===== config.mk =====
export PLATFORM = sky130hd
export DESIGN_NAME = song_recorder
export DESIGN_NICKNAME = d
export VERILOG_FILES = /design/src/rtl/song_recorder.sv
export SDC_FILE = /design/constraint.sdc
export NUM_CORES = 2
export LEC_CHECK = 0
export CORE_MARGIN = 3
export CORE_UTILIZATION = 30
export DETAILED_ROUTE_END_ITERATION = 10
export DONT_BUFFER_PORTS = 1
export PLACE_DENSITY = 0.49
export SYNTH_ARGS = -nofsm -noshare
export SYNTH_HDL_FRONTEND = slang
export SYNTH_SLANG_ARGS = --single-unit

===== constraint.sdc =====
create_clock -name clk -period 5.7 [get_ports clk]
set_clock_uncertainty 0.2 [all_clocks]
set_input_delay 0 -clock clk [delete_from_list [all_inputs] [get_ports clk]]
set_output_delay 0 -clock clk [all_outputs]
set_load 0.03 [all_outputs]

===== src/rtl/song_recorder.sv =====
// song_recorder: debounces live key notes and records them as {note,duration} words behind a
// count word. Build option RECORDER_RESTS_EN additionally stores long silences as rest entries.
module song_recorder #(
  parameter int DEPTH     = 64,
  parameter int ADDR_W    = 6,
  parameter int DUR_W     = 32,
  parameter int DEB_TICKS = 1000000,
  parameter int REST_MIN  = 10000000
) (
  input  logic                clk,
  input  logic                rst_n,
  input  logic                i_rec_en,
  input  logic [9:0]          i_note_in,
  input  logic [ADDR_W-1:0]   i_rd_addr,
  output logic [10+DUR_W-1:0] o_rd_data,
  output logic [ADDR_W-1:0]   o_length,
  output logic                o_recording,
  output logic                o_full,
  output logic                o_done
);

  localparam int ENT_W = 10 + DUR_W;
  localparam int DEB_W = $clog2(DEB_TICKS + 1);
  localparam int MEM_N = 2 ** ADDR_W;

`ifdef RECORDER_RESTS_EN
  localparam bit REST_EN = 1'b1;
`else
  localparam bit REST_EN = 1'b0;
`endif

  localparam logic [2:0] S_IDLE    = 3'd0;
  localparam logic [2:0] S_ARMED   = 3'd1;
  localparam logic [2:0] S_CAPTURE = 3'd2;
  localparam logic [2:0] S_GAP     = 3'd3;
  localparam logic [2:0] S_DONE    = 3'd4;

  logic [9:0]        r_sync1, r_sync2, r_cand, r_cur, r_note;
  logic [DEB_W-1:0]  r_deb_cnt;
  logic [DEB_W-1:0]  w_deb_next;
  logic [2:0]        r_state, w_state_nxt;
  logic [DUR_W-1:0]  r_dur, w_dur_inc;
  logic [ADDR_W-1:0] r_length, r_wr_ptr;
  logic              r_rec_d;
  logic              w_commit, w_capture, w_last, w_rest_long, w_start;
  logic [ENT_W-1:0]  w_commit_data;
  logic [ENT_W-1:0]  r_mem [MEM_N];
  logic [ENT_W-1:0]  r_rd_data;

  // Input path: 2-flop sync, then a value is accepted after DEB_TICKS stable cycles.
  // The delay is identical for key press and release, so durations are not skewed.
  assign w_deb_next = (r_sync2 == r_cand) ? r_deb_cnt + 1'b1 : DEB_W'(1);

  always_ff @(posedge clk or negedge rst_n) begin
    if (!rst_n) begin
      r_sync1   <= '0;
      r_sync2   <= '0;
      r_cand    <= '0;
      r_cur     <= '0;
      r_deb_cnt <= '0;
    end else begin
      r_sync1 <= i_note_in;
      r_sync2 <= r_sync1;
      if (r_sync2 == r_cur) begin
        r_cand    <= r_cur;
        r_deb_cnt <= '0;
      end else if (w_deb_next >= DEB_W'(DEB_TICKS)) begin
        r_cur     <= r_sync2;
        r_cand    <= r_sync2;
        r_deb_cnt <= '0;
      end else begin
        r_cand    <= r_sync2;
        r_deb_cnt <= w_deb_next;
      end
    end
  end

  // Committed duration counts the commit cycle itself, so it equals the cycles cur was held.
  assign w_dur_inc   = (&r_dur) ? r_dur : r_dur + 1'b1;
  assign w_rest_long = (64'(w_dur_inc) >= 64'(REST_MIN));
  assign w_last      = (r_length == ADDR_W'(DEPTH - 2));
  assign w_start     = (r_state == S_IDLE) && i_rec_en && !r_rec_d;

  always_comb begin
    w_state_nxt   = r_state;
    w_commit      = 1'b0;
    w_capture     = 1'b0;
    w_commit_data = '0;
    case (r_state)
      S_IDLE: if (w_start) w_state_nxt = S_ARMED;
      S_ARMED: begin
        if (!i_rec_en) w_state_nxt = S_DONE;
        else if (r_cur != 10'd0) begin
          w_state_nxt = S_CAPTURE;
          w_capture   = 1'b1;
        end
      end
      S_CAPTURE: begin
        if (!i_rec_en) begin
          w_commit      = 1'b1;
          w_commit_data = {r_note, w_dur_inc};
          w_state_nxt   = S_DONE;
        end else if (r_cur != r_note) begin
          w_commit      = 1'b1;
          w_commit_data = {r_note, w_dur_inc};
          if (w_last) w_state_nxt = S_DONE;
          else if (r_cur != 10'd0) begin
            w_state_nxt = S_CAPTURE;
            w_capture   = 1'b1;
          end else w_state_nxt = S_GAP;
        end
      end
      S_GAP: begin
        if (!i_rec_en) w_state_nxt = S_DONE;
        else if (r_cur != 10'd0) begin
          if (REST_EN && w_rest_long) begin
            w_commit      = 1'b1;
            w_commit_data = {10'd0, w_dur_inc};
          end
          if (w_commit && w_last) w_state_nxt = S_DONE;
          else begin
            w_state_nxt = S_CAPTURE;
            w_capture   = 1'b1;
          end
        end
      end
      S_DONE:  w_state_nxt = S_IDLE;
      default: w_state_nxt = S_IDLE;
    endcase
  end

  always_ff @(posedge clk or negedge rst_n) begin
    if (!rst_n) begin
      r_state  <= S_IDLE;
      r_rec_d  <= 1'b0;
      r_length <= '0;
      r_wr_ptr <= ADDR_W'(1);
    end else begin
      r_state <= w_state_nxt;
      r_rec_d <= i_rec_en;
      if (w_start) begin
        r_length <= '0;
        r_wr_ptr <= ADDR_W'(1);
      end else if (w_commit) begin
        r_length <= r_length + 1'b1;
        r_wr_ptr <= r_wr_ptr + 1'b1;
      end
    end
  end

  // Datapath: note/duration tracking and the song memory carry no reset.
  always_ff @(posedge clk) begin
    if (w_capture) begin
      r_note <= r_cur;
      r_dur  <= '0;
    end else if (w_commit || w_start) begin
      r_dur <= '0;
    end else begin
      r_dur <= w_dur_inc;
    end
    if (w_commit) r_mem[r_wr_ptr] <= w_commit_data;
  end

  always_ff @(posedge clk or negedge rst_n) begin
    if (!rst_n) r_rd_data <= '0;
    else if (i_rd_addr == '0) r_rd_data <= ENT_W'(r_length);
    else if ({1'b0, i_rd_addr} >= (ADDR_W + 1)'(DEPTH)) r_rd_data <= '0;
    else r_rd_data <= r_mem[i_rd_addr];
  end

  assign o_rd_data   = r_rd_data;
  assign o_length    = r_length;
  assign o_full      = (r_length == ADDR_W'(DEPTH - 1));
  assign o_done      = (r_state == S_DONE);
  assign o_recording = (r_state == S_ARMED) || (r_state == S_CAPTURE) || (r_state == S_GAP);

endmodule

Yosys cells after proc, flatten, opt, wreduce, memory -nomap -nowiden --
Memories as Yosys holds them, arrays and structs flattened. Cells that the tools add are included.
Cells by class: add/subtract/negate cells 4, multiply operators 0, div/mod/pow operators 0, $lt $le $gt $ge 1, equality and inequality tests 12, shifts and indexed selects 0, muxes and demuxes 32, bitwise gates (word level) 1, reduce and logical (&&, ||, !) cells 15
Operators with widths (count):
- two-way mux 42 bit | 4
- two-way mux 20 bit | 3
- adder 32 x 1 -> 32 bit, second input constant | 1
- two-way mux 32 bit | 1
- AND reduction 32 bit | 1
- two-way mux 6 bit | 4
- adder 20 x 1 -> 20 bit, second input constant | 1
- equality test 10 bit | 2
- >= comparator 20 bit, second input constant | 1
- two-way mux 3 bit | 6
- adder 6 x 1 -> 6 bit, second input constant | 2
- equality test 6 bit, second input constant | 2
- two-way mux 1 bit | 11
- two-way mux 10 bit | 1
- inequality test 10 bit | 1
- nonzero test 10 bit | 1
- case mux 3 bit (3 select lines) | 1
- equality test 3 x 2 -> 1 bit, second input constant | 2
- zero test 6 bit | 1
- OR reduction 2 bit | 2
- equality test 3 x 1 -> 1 bit, second input constant | 1
- equality test 3 bit, second input constant | 1
- zero test 3 bit | 1
- logical OR 1 bit | 3
- other kinds (10) | 11
Word-level totals: register bits after elaboration 160, latch bits 0, memory bits (writable) 2688, bits in read-only memories 0, bits of input ports 19, output and inout bits 51, word-level logic and storage cells 78, memories kept 1
Memory list:
- r_mem | words 64, width 42, rd ports 1, clocked after Yosys merged registers in 0, wr ports 1, line 47 | logic [ENT_W-1:0] r_mem [MEM_N];

Longest topological paths before layout --
depth in word-level cells 7, depth in mapped cells 12, depth with buffers taken out 8

Worst setup path before layout --
Ideal clock, no wire load.
path kind register to register, start reg r_dur[2], end mem r_mem[0][16] (netlist bit) (data pin), setup time 0.499 ns, arrival time 3.400 ns, path slack 1.601 ns, cell stages (with the launch flop) 9, buffers on the path 1, period minus slack after synthesis 4.099 ns, cells stage by stage dfxtp_1 > and3_1 > and4_1 > and4_1 > clkbuf_1 > a21oi_1 > nand4_1 > xor2_1 > nor2_1
Between the ends: word-level cells in the longest chain between the ends 5, elaborated cells between the ends (all ways) 6, those cells by class add/sub: 1; mux: 4; reduce/logical: 1
Ends and longest elaborated chain:
- start: declaration | line 42 | logic [DUR_W-1:0] r_dur, w_dur_inc;
- start signal: assignment | line 159 | r_dur <= w_dur_inc;
- adder 32 x 1 -> 32 bit / AND reduction 32 bit (equally long branches) | line 79 | assign w_dur_inc = (&r_dur) ? r_dur : r_dur + 1'b1;
- two-way mux 32 bit * | line 79
- two-way mux 42 bit | line 103 | end else if (r_cur != r_note) begin
- two-way mux 42 bit * | line 99 | if (!i_rec_en) begin
- two-way mux 42 bit * | line 89 | case (r_state)
- named net w_commit_data[16] | line 46 | logic [ENT_W-1:0] w_commit_data;
- end: declaration | line 47
The timed path passes the listed nets; every way through them passes the cells marked *.

Final worst setup path --
start in i_rd_addr[1], end reg r_rd_data[0], in the netlist o_rd_data[0]
Between the ends: word-level cells in the longest chain between the ends 2, elaborated cells between the ends (all ways) 3, those cells by class mux: 1; reduce/logical: 1; memory: 1
Ends and longest elaborated chain:
- start: declaration | line 14 | input logic [ADDR_W-1:0] i_rd_addr,
- memory (64 x 42 bit) / zero test 6 bit (equally long branches)
- two-way mux 42 bit * | line 166 | else if (i_rd_addr == '0) r_rd_data <= ENT_W'(r_length);
- end signal: assignment | line 166
- end signal: assignment | line 168 | else r_rd_data <= r_mem[i_rd_addr];
- end: declaration | line 48 | logic [ENT_W-1:0] r_rd_data;
Every way passes the cells marked *; elsewhere a longest branch is shown, timed or not. A chain may end at the register's enable or synchronous reset.

==> flow_metrics.tcl <==
set metrics [dict create \
    synth_edf_count 2698 \
    path_class "in2reg" \
    fin_cells 9836 \
    cts_root_buffer "clkbuf_16" \
    ir_drop_mv 0.230 \
    yosysTopAreaCell "edfxtp_1" \
    rsz0062_at_grt "false" \
    arrival_ns 5.96 \
    design_area_mm2 0.126 \
    post-route-util_pct 35.2 \
    finalCriticalPeriod_ns 5.40 \
    finalSetupViolCount 0 \
    h-tree-depth 5 \
    die_h_um 608 \
    viasPerCell 5.09 \
    initial_utilization_pct 30.2 \
    yosys-top-cells-area "edfxtp_1 (75%), mux4_2 (18%), dfrtp_1 (2.7%), dfxtp_1 (0.59%), nor2_1 (0.56%)" \
    synthCells 4513 \
    whs_ns 0.0979 \
    multiInputGateArea_mm2 0.0237 \
    cp-end-kind "register" \
    drv_slew 0 \
    pre_cts_ws_ns 1.44 \
    die_width_um 608 \
    syn_area_mm2 0.109 \
    rows 220 \
    core_mm2 0.360 \
    io_pins 70 \
    dpl_cell_area_mm2 0.116 \
    clock_latency_ns 0.89 \
    powerDensity_mw_per_mm2 351 \
    fillers 32800 \
    finalCritPeriodShare_pct 94.8 \
    gp_congestion 0.763 \
    post_cts_buffers 0 \
    outcome "finished clean" \
    regArea_mm2 0.0846 \
    cts_tree "done" \
    wl_per_cell_um 31.8 \
    synth_top_cell_area_share_pct 74.6 \
    dp.cells 9202 \
    ys_ff_latch 2848 \
    synthArstFlopShare_pct 4.14 \
    grt_pass1_wl_um 431000 \
    cts_buffers 308 \
    hold_viol 0 \
    avgSynthCellArea_um2 24.1 \
    fmax_mhz 185 \
    io_buffers 0 \
    power.total_mw 44.4 \
    synth.most_common_cell "edfxtp_1" \
    yosys_warnings 0 \
    worst_pin_slew_ns 1.37 \
    grt_pass1_vias 51400 \
    synth_nets 4537 \
    synthTopCellsByCount "edfxtp_1 (2698), mux4_2 (872), nor2_1 (162)" \
    tns_ns 0 \
    crit_fanout 163 \
    die-area_mm2 0.369 \
    layout_setup_ws_ns 0.297 \
    cap_violations 0 \
    grt-ovfl-total 0 \
    clock_sinks 2848 \
    syn_to_final_growth_pct 16.5 \
    critPathLaunchType "primary input" \
    dp_hpwl_um 166000 \
    leakage_nw 39.4 \
    synth_flop_cell "edfxtp_1" \
    cts_max_path_buffers 4 \
    grt_usage_pct 16.6 \
    slew_headroom_pct 8.91 \
    hp-class "in2reg" \
    ys_types 55 \
    nets 4831 \
    grt_antenna_before_repair 19 \
    drive_gt1_share_pct 31.6 \
    path_clk_slew_ns 0.06 \
    antenna_left 0 \
    routed_wl_um 312000 \
    ys_seq_area_share_pct 77.9 \
    vias 50100 \
    firstDrtPassIters 7 \
    grt_max_degree 670 \
    drt-initial-drc-count 5678 \
    cp.required_ns 6.25 \
    drcViolationCount 0 \
]
[worst paths after layout]
kind / endpoint / from / slack [ns] / depth (start not counted)
worst max-delay path: o_rd_data[0] / i_rd_addr[1] / 0.30 / 13
worst min-delay path: o_rd_data[1] / i_rd_addr[2] / 0.1 / 4
worst max register to register: o_rd_data[0] / r_mem[11][0] / 1.37 / 10
worst min register to register: r_sync2[0] / r_sync1[0] / 0.14 / 0
max in group asynchronous: o_rd_data[16] / rst_n / 4.14 / 4
min in group asynchronous: r_wr_ptr[0] / rst_n / 0.12 / 3
[cell usage in the layout, fill, tap and decap left out, types with 6 or more instances in the layout]
master	count
edfxtp_1	2698
mux4_2	872
clkbuf_16	316
buf_4	145
dfrtp_1	117
nor2_4	96
clkbuf_1	77
nor2_1	66
clkinv_2	55
xor2_1	53
dlygate4sd3_1	53
clkinv_1	51
nand2_1	45
and2_1	42
xnor2_1	33
dfxtp_1	32
nand3_1	28
bufinv_16	28
nor3_1	24
nand4_1	22
and3_1	16
mux2i_1	16
buf_16	14
o21ai_0	10
mux2_1	10
clkinvlp_4	9
buf_12	9
inv_1	8
a21oi_1	7
diode_2	6
nor4_1	6
and4_1	6
inv_6	6
clkinv_8	6
[layer usage]
metal  share of wire (%)  wire (um)  track usage, %  vias up
met1                  43     135000            23.2    28200
met4                 2.0       6170            3.35        4
met3                 6.0      18800            2.83      340
met2                  49     152000            27.1     1650
met5              0.0086         27               0        -
li1                    -          -               -    19900
[cells by family after synthesis]
family | after synthesis | share of synthesized area (%)
fa+ha+maj | 5 | 0.0576
simple gates | 386 | 1.73
buf+inv | 246 | 0.962
flops | 2848 | 77.9
mux | 901 | 18.4
compound gates | 41 | 0.254
xor+xnor | 86 | 0.694
[what timing repair did]
item                                    4_1_cts  5_1_grt
resized for setup                             0        0
endpoints found under the setup margin        0        1
hold buffers                                 62        1
endpoints found under the hold margin       851        2
[flip-flops by register name, summed over array words and instances, names as in the netlist, 3 cells and up]
name and cells:
r_sync2 10, r_mem 2688, o_length 6, r_sync1 10, r_dur 32, r_cand 10
o_rd_data 42, r_wr_ptr 6, r_note 10, r_deb_cnt 20, r_state 3, r_cur 10
[critical path, cell delays in order]
cell and delay (ns):
buf_16 0.64, buf_16 0.55, buf_16 0.72, mux4_2 0.42
mux4_2 0.56, mux2i_1 0.15, dlygate4sd3_1 0.57, nand2_1 0.05
dlygate4sd3_1 0.58, o21ai_1 0.07, dlygate4sd3_1 0.58, a21oi_1 0.04
dlygate4sd3_1 0.57
[power by group]
| group | internal (mW) | switching [mW] |
|---|---|---|
| clock | 11.5 | 8.27 |
| combinational | 0.711 | 1.02 |
| sequential | 22.7 | 0.192 |
| total | 34.9 | 9.48 |
[cell type report]
type	instances	share of cell area (%)
Antenna cell	6	0.0119
Clock buffer	394	6.48
Inverter	8	0.0237
Sequential cell	2848	66.9
Tap cell	4773	4.72
Multi-Input combinational cell	1419	18.7
Timing Repair Buffer	222	1.75
Clock inverter	166	1.39
Note: power is estimated with default switching activity, not from simulation.
